===== src/rtl/fifo_show_ahead_drain.sv =====
// Read-side drain controller for a show-ahead FIFO. It accumulates words until a
// threshold, full, timeout or flush, then streams them out through a 2-entry skid buffer.
module fifo_show_ahead_drain #(
  parameter int DATA_W    = 11,
  parameter int USEDW_W   = 8,
  parameter int BURST_MIN = 16,
  parameter int TIMEOUT   = 64,
  parameter int CNT_W     = 16
) (
  input  logic               clock,
  input  logic               reset,
  input  logic               cfg_enable,
  input  logic               flush,
  input  logic [DATA_W-1:0]  fifo_q,
  input  logic               fifo_empty,
  input  logic               fifo_full,
  input  logic [USEDW_W-1:0] fifo_usedw,
  output logic               fifo_rdreq,
  output logic               out_valid,
  output logic [DATA_W-1:0]  out_data,
  input  logic               out_ready,
  output logic [CNT_W-1:0]   words_drained,
  output logic               busy
);

  localparam int TIMER_W = (TIMEOUT > 1) ? $clog2(TIMEOUT) : 1;
  localparam logic [TIMER_W-1:0] TIMER_LAST = TIMER_W'(TIMEOUT - 1);
  localparam logic [USEDW_W-1:0] BURST_LVL  = USEDW_W'(BURST_MIN);

  typedef enum logic [1:0] {IDLE, ACCUM, DRAIN} state_t;

  state_t             state, state_next;
  logic [TIMER_W-1:0] timer, timer_next;
  logic [1:0]         occ;
  logic [DATA_W-1:0]  head, tail;
  logic               push, pop, drain_start;

  // Pop depends only on registered state/occupancy, never on out_ready.
  assign fifo_rdreq  = (state == DRAIN) && !fifo_empty && (occ != 2'd2) && !reset;
  assign push        = fifo_rdreq;
  assign out_valid   = (occ != 2'd0);
  assign pop         = out_valid && out_ready;
  assign out_data    = head;
  assign busy        = (state != IDLE) || (occ != 2'd0);
  // fifo_full is needed because usedw wraps to 0 when the FIFO is full.
  assign drain_start = (fifo_usedw >= BURST_LVL) || fifo_full || flush || (timer == TIMER_LAST);

  always_comb begin
    state_next = state;
    timer_next = timer;
    case (state)
      IDLE: begin
        if (cfg_enable && !fifo_empty) begin
          state_next = ACCUM;
          timer_next = '0;
        end
      end
      ACCUM: begin
        if (!cfg_enable)      state_next = IDLE;
        else if (drain_start) state_next = DRAIN;
        else                  timer_next = timer + 1'b1;
      end
      DRAIN: begin
        if (fifo_empty || !cfg_enable) state_next = IDLE;
      end
      default: state_next = IDLE;
    endcase
  end

  always_ff @(posedge clock) begin
    if (reset) begin
      state         <= IDLE;
      timer         <= '0;
      occ           <= 2'd0;
      head          <= '0;
      tail          <= '0;
      words_drained <= '0;
    end else begin
      state <= state_next;
      timer <= timer_next;
      case ({push, pop})
        2'b10:   occ <= occ + 2'd1;
        2'b01:   occ <= occ - 2'd1;
        default: occ <= occ;
      endcase
      // head is always the oldest entry; tail only fills when head is held.
      if (push && ((occ == 2'd0) || pop)) head <= fifo_q;
      else if (pop)                       head <= tail;
      if (push && (occ == 2'd1) && !pop)  tail <= fifo_q;
      if (pop) words_drained <= words_drained + 1'b1;
    end
  end

endmodule

===== config.mk =====
export PLATFORM = sky130hd
export DESIGN_NAME = fifo_show_ahead_drain
export DESIGN_NICKNAME = d
export VERILOG_FILES = /design/src/rtl/fifo_show_ahead_drain.sv
export SDC_FILE = /design/constraint.sdc
export NUM_CORES = 1
export LEC_CHECK = 0
export BUFFER_PORTS_ARGS = -buffer_cell sky130_fd_sc_hd__buf_4
export CORE_UTILIZATION = 32
export CTS_BUF_LIST = sky130_fd_sc_hd__clkbuf_16
export CTS_CLUSTER_SIZE = 30
export DETAILED_ROUTE_END_ITERATION = 7
export PLACE_DENSITY = 0.57
export SYNTH_ARGS = -nofsm -noshare
export SYNTH_HDL_FRONTEND = slang
export SYNTH_SLANG_ARGS = --single-unit

===== constraint.sdc =====
create_clock -name clock -period 2.4 [get_ports clock]
set_input_delay 0.36 -clock clock [delete_from_list [all_inputs] [get_ports clock]]
set_output_delay 0.36 -clock clock [all_outputs]
set_load 0.02 [all_outputs]

==> metrics, run 1 <==
busiest grt layer met2; most frequent cell after synthesis dfxtp_1; WL/cell 12.9 µm; Reg area 961 µm²; gr usage total 0.140; largest net degree at the start of global routing 49; Setup Buffers After CTS 0; Core Rows 29; final worst path period share 0.853; worst setup margin 0.353 ns; worst r2r path cells 7; DRC 0; met2 GRT Util 0.230; synthesized area 0.00222 mm²; CP Data Required Time 2.56 ns; layout cells sized above 1 0.219; Vert. Die Dim 85.2 µm; CP Cell Sequence inv_1 > ha_1 > nand2b_1 > inv_1 > ha_1 > xor2_1 > nor2_1; RSZ-0062 raised after global routing false; max capacitance violation total 0; post-CTS sizing 0; cell type contributing the most total cell area after synthesis dfxtp_1; Critical Path Start Type flop; multi-input logic area 0.00117 mm²; Bufs on Longest Clock Path 2; Worst Hold Class input port to flop; pwr dens 654 mW/mm²; crit end category flop; worst-skew pair later-pin latency 0.28 ns; Routed WL 4.94 mm; Hold Fails Final Rpt 0; ANT nets after route 0; diode count 0; post-synth cell types 40; number of synthesized flops with an enable pin 0; met3 usage 0.0409; met1 Track Usage GR 0.181; Place WS 0.348 ns; Synth top cells by count dfxtp_1 (48), nor2_1 (40), nand2_1 (37), xor2_1 (14); kind of critical path flop to flop; fillcell total 659; hold depth 3; first-pass GRT wire length 8.16 mm; Die ar. 0.00727 mm²; maximum VDD drop 0.316 mV; Critical Path Fanout Max 9; critical path depth in cells 7; CP Buf/Inv Count 2; Main synth FF type dfxtp_1; Via density 5.01; post-synthesis sequential area ratio 0.433; Mapped Nets 288; Slew HR 0.664; drt first pass iters 4; count of port buffers added during placement 51; final slew viol count 0; area of the core 0.00653 mm²; synth top area cells dfxtp_1 (43%), nor2_1 (6.8%), nand2_1 (6.3%), xor2_1 (5.5%), mux2i_1 (5.0%); CP max stage delay 0.39 ns; Slew @ Worst Pin 0.504 ns; Initial Util 0.339; area grow syn2layout 28.0%; setup total negative slack 0 ns; total congestion overflow 0; Yosys warnings 0; # hold bufs at CTS 0; root buffer cell clkbuf_16; post-layout util 0.434; status completed; Post-Syn Instances 256; Iter 0 DRT Violations 99; initial antenna violation count 0; Mapped Avg Cell Area 8.66 µm²; nets 337; min Tclk post-route 2.05 ns; hpwl dp 3.35 mm; Yosys reg bits 48; Crit-path slowest cell nand2b_1; via count 1918; CTS H-tree lvls 2; Yosys top cell area share 0.433; clk_skew 0.00574 ns; Sink Count 48; fmax 0.488 GHz; vias in the first global route 1807; TritonCTS Buffers 5; CTS tree built; Lkg Pwr 1.24 nW; # IOs 56; clock-pin slew on the worst setup and hold paths 0.07 ns; Setup violations, final 0; crit-path leading delay family adder cells; Die Wd 85.2 µm; Worst EP arrival 2.21 ns; gp weighted congestion 0.766; Synth async-reset ratio 0
-- power breakdown --
| part | internal (mW) | switching (mW) |
|---|---|---|
| sequential | 0.809 | 0.0158 |
| combinational | 0.0962 | 0.137 |
| clock | 0.495 | 0.304 |
| total | 1.40 | 0.457 |
-- tightest hold or removal path: stages --
cell and delay, ns:
buf_4 0.09, mux2i_1 0.05, nor2_1 0.07
-- layout make-up --
class,count,area share
Tap cell,77,0.0340
Clock inverter,3,0.0163
Clock buffer,5,0.0441
Timing Repair Buffer,55,0.146
Multi-Input combinational cell,188,0.412
Inverter,7,0.00926
Sequential cell,48,0.339
-- layer usage --
metal	wire, µm	vias up	part of all wire
li1	-	994	-
met1	2340	878	0.47
met2	2300	44	0.47
met3	275	2	0.056
met4	24	0	0.0049
met5	0	-	0
-- logic make-up (layout without fill, tap and decap cells) --
| kind of cell | after synthesis | after routing | synth area share |
|---|---|---|---|
| AOI/OAI and AO/OA | 36 | 36 | 0.116 |
| muxes | 11 | 11 | 0.0497 |
| buffers and inverters | 20 | 70 | 0.0389 |
| and+or+nand+nor | 120 | 120 | 0.269 |
| DFF | 48 | 48 | 0.433 |
| adders and majority gates | 6 | 6 | 0.0339 |
| xor gates and xnor gates | 15 | 15 | 0.0593 |
-- sequential cells by signal (all words and copies together), names as in the netlist --
name / count
out_data: 11
timer: 6
words_drained: 16
state: 2
tail: 11
occ: 2
-- path summary, 6_finish.rpt --
| check | start | endpoint | slack (ns) |
|---|---|---|---|
| setup / recovery | occ[0] | occ[0] | 0.35 |
| hold / removal | fifo_q[0] | tail[0] | 0.32 |
| setup reg to reg | occ[0] | occ[0] | 0.35 |
| hold reg to reg | tail[5] | out_data[5] | 0.47 |
-- per-stage QoR --
| stage | power, mW | hold slack [ns] | area [µm²] | instances |
|---|---|---|---|---|
| 3_5_place_dp | 1.08 | 0.471 | 2670 | 375 |
| 5_1_grt | 1.94 | 0.331 | 2840 | 383 |
| 2_1_floorplan | 0.976 | 0.454 | 2220 | 256 |
| 6_report | 1.86 | 0.318 | 2840 | 383 |
| 3_3_place_gp | 1.08 | 0.470 | 2670 | 375 |
| 4_1_cts | 1.88 | 0.312 | 2840 | 383 |
-- layout by cell type, fill, tap and decap left out, drive strengths merged, types with 4 or more instances in the layout --
master and n:
dfxtp 48, nand3 4, ha 6, nor2 40
nor2b 6, a21oi 7, clkbuf 5, inv 8
o21ai 6, nand2 37, buf 55, a311oi 11
xor2 14, mux2i 11, nand4 11
(Power assumes the default switching activity.)
==> run 2, diff against run 1 <==
- RECOVER_POWER: not set -> 100
==> metrics, run 2 (same netlist as run 1, synthesis figures left out) <==
hold path startpoint fifo_q[0]; Hold Fails Final Rpt 0 (unchanged); CP most frequent cell inv_1; Routed WL 4.96 mm (+0.41%); Setup violations, final 0 (unchanged); post-layout util 0.415 (-0.0197); number of flip-flops in the largest register 16 (unchanged); r2r setup slk 0.28 ns (-0.07 ns); crit end category flop; Reg with most FFs words_drained; fmax 0.472 GHz (-3.3%); Lkg Pwr 1.09 nW (-12%); CTS H-tree lvls 2 (unchanged); Die Wd 85.2 µm (unchanged); status completed; CP max stage delay 0.37 ns (-0.02 ns); Setup Buffers After CTS 0 (unchanged); Core Rows 29 (unchanged); WHS 0.316 ns (-0.00172 ns); most common cell after layout, fill and taps aside dfxtp_1; layout cells sized above 1 0.114 (-0.105); via count 1925 (+0.36%); Worst EP arrival 2.31 ns (+0.10 ns); DRC 0 (unchanged); RSZ-0062 raised after global routing false; TritonCTS Buffers 5 (unchanged); Worst Hold Class input port to flop; most frequent cells in the layout dfxtp_1 (48), nor2_1 (40), nand2_1 (37), clkbuf_1 (30), buf_4 (23); CP Cell Sequence inv_1 > ha_1 > nand2b_1 > inv_1 > clkbuf_2 > nand2_1 > a311oi_1; kind of critical path flop to flop; Slew HR 0.494 (-0.171); Critical Path Start Type flop; # IOs 56 (unchanged); hpwl dp 3.35 mm (unchanged); maximum VDD drop 0.315 mV (-0.36%); total congestion overflow 0 (unchanged); vias in the first global route 1807 (unchanged); ANT nets after route 0 (unchanged); # hold bufs at CTS 0 (unchanged); worst-skew pair later-pin latency 0.28 ns (about the same); post-CTS sizing 0 (unchanged); Final Total Pwr 1.84 mW (-1.0%); drt first pass iters 4 (unchanged); CP Buf/Inv Count 3 (+1); nets 337 (unchanged); diode count 0 (unchanged); area grow syn2layout 22.2%; gr usage total 0.140 (unchanged); setup total negative slack 0 ns (unchanged); crit-path leading delay family buffers and inverters; initial antenna violation count 0 (unchanged); gp weighted congestion 0.766 (unchanged); root buffer cell clkbuf_16; clock-pin slew on the worst setup and hold paths 0.07 ns (about the same); Slew @ Worst Pin 0.756 ns (+0.252 ns); largest net degree at the start of global routing 49 (unchanged); final worst path period share 0.882 (+0.0293); Vert. Die Dim 85.2 µm (unchanged); Sink Count 48 (unchanged); WHS Endpoint tail[0]; final slew viol count 0 (unchanged); CP Data Required Time 2.59 ns (+0.03 ns); Initial Util 0.339 (unchanged); CP startpoint occ[0]; WL/cell 12.9 µm (+0.41%); hold depth 3 (unchanged); count of port buffers added during placement 51 (unchanged); Iter 0 DRT Violations 99 (unchanged); clk_skew 0.00555 ns (-0.000191 ns); min Tclk post-route 2.12 ns (+0.0704 ns); CTS tree built; Crit-path slowest cell dfxtp_1; worst r2r path cells 7 (unchanged); Critical Path Fanout Max 10 (+1); area of the core 0.00653 mm² (unchanged); max capacitance violation total 0 (unchanged); Reg-to-Reg Start occ[0]; pwr dens 679 mW/mm² (+3.7%); Bufs on Longest Clock Path 2 (unchanged); Via density 5.03 (+0.36%); first-pass GRT wire length 8.16 mm (unchanged); reg2reg end out_data[9]; Die ar. 0.00727 mm² (unchanged)
==> run 2: cell types whose count changed in the layout (fill, tap and decap cells not counted), sizes merged <==
cell    change
buf        -32
clkbuf     +32
==> run 2: worst max-delay path by stage <==
stage                        to  depth (start not counted)
finish              out_data[9]                          7
global route        out_data[9]                          7
CTS                      occ[0]                          7
detailed placement       occ[0]                          7
global placement         occ[0]                          7
floorplan                occ[0]                          8
==> run 2: report_power, final <==
| group | switching (mW) | internal [mW] | total [mW] |
|---|---|---|---|
| sequential | 0.0151 | 0.809 | 0.825 |
| clock | 0.302 | 0.495 | 0.797 |
| combinational | 0.137 | 0.0795 | 0.217 |
==> run 2: layout make-up <==
type | instances | area (µm²)
Clock inverter | 3 | 46.3
Tap cell | 77 | 96.3
Sequential cell | 48 | 961
Inverter | 7 | 26.3
Timing Repair Buffer | 55 | 295
Clock buffer | 5 | 125
Fill cell | 686 | 3820
Multi-Input combinational cell | 188 | 1160
==> run 2: stage by stage <==
step	setup slack, ns	cell area [µm²]	std cells
6_report	0.282	2710	383
4_1_cts	0.313	2840	383
3_3_place_gp	0.386	2670	375
5_1_grt	0.108	2710	383
3_5_place_dp	0.348	2670	375
2_1_floorplan	0.628	2220	256
==> run 2: worst reg2reg max path, cell delays in order (launching register included) <==
cell	delay [ns]
dfxtp_1	0.37
inv_1	0.08
ha_1	0.29
nand2b_1	0.36
inv_1	0.27
clkbuf_2	0.30
nand2_1	0.10
a311oi_1	0.25
==> run 2: per-layer routing <==
metal  wire (µm)  vias up  global-route usage
met1        2370      886               0.181
li1            -      995                   -
met5           0        -                   0
met4          24        0              0.0370
met3         276        2              0.0409
met2        2290       42               0.230
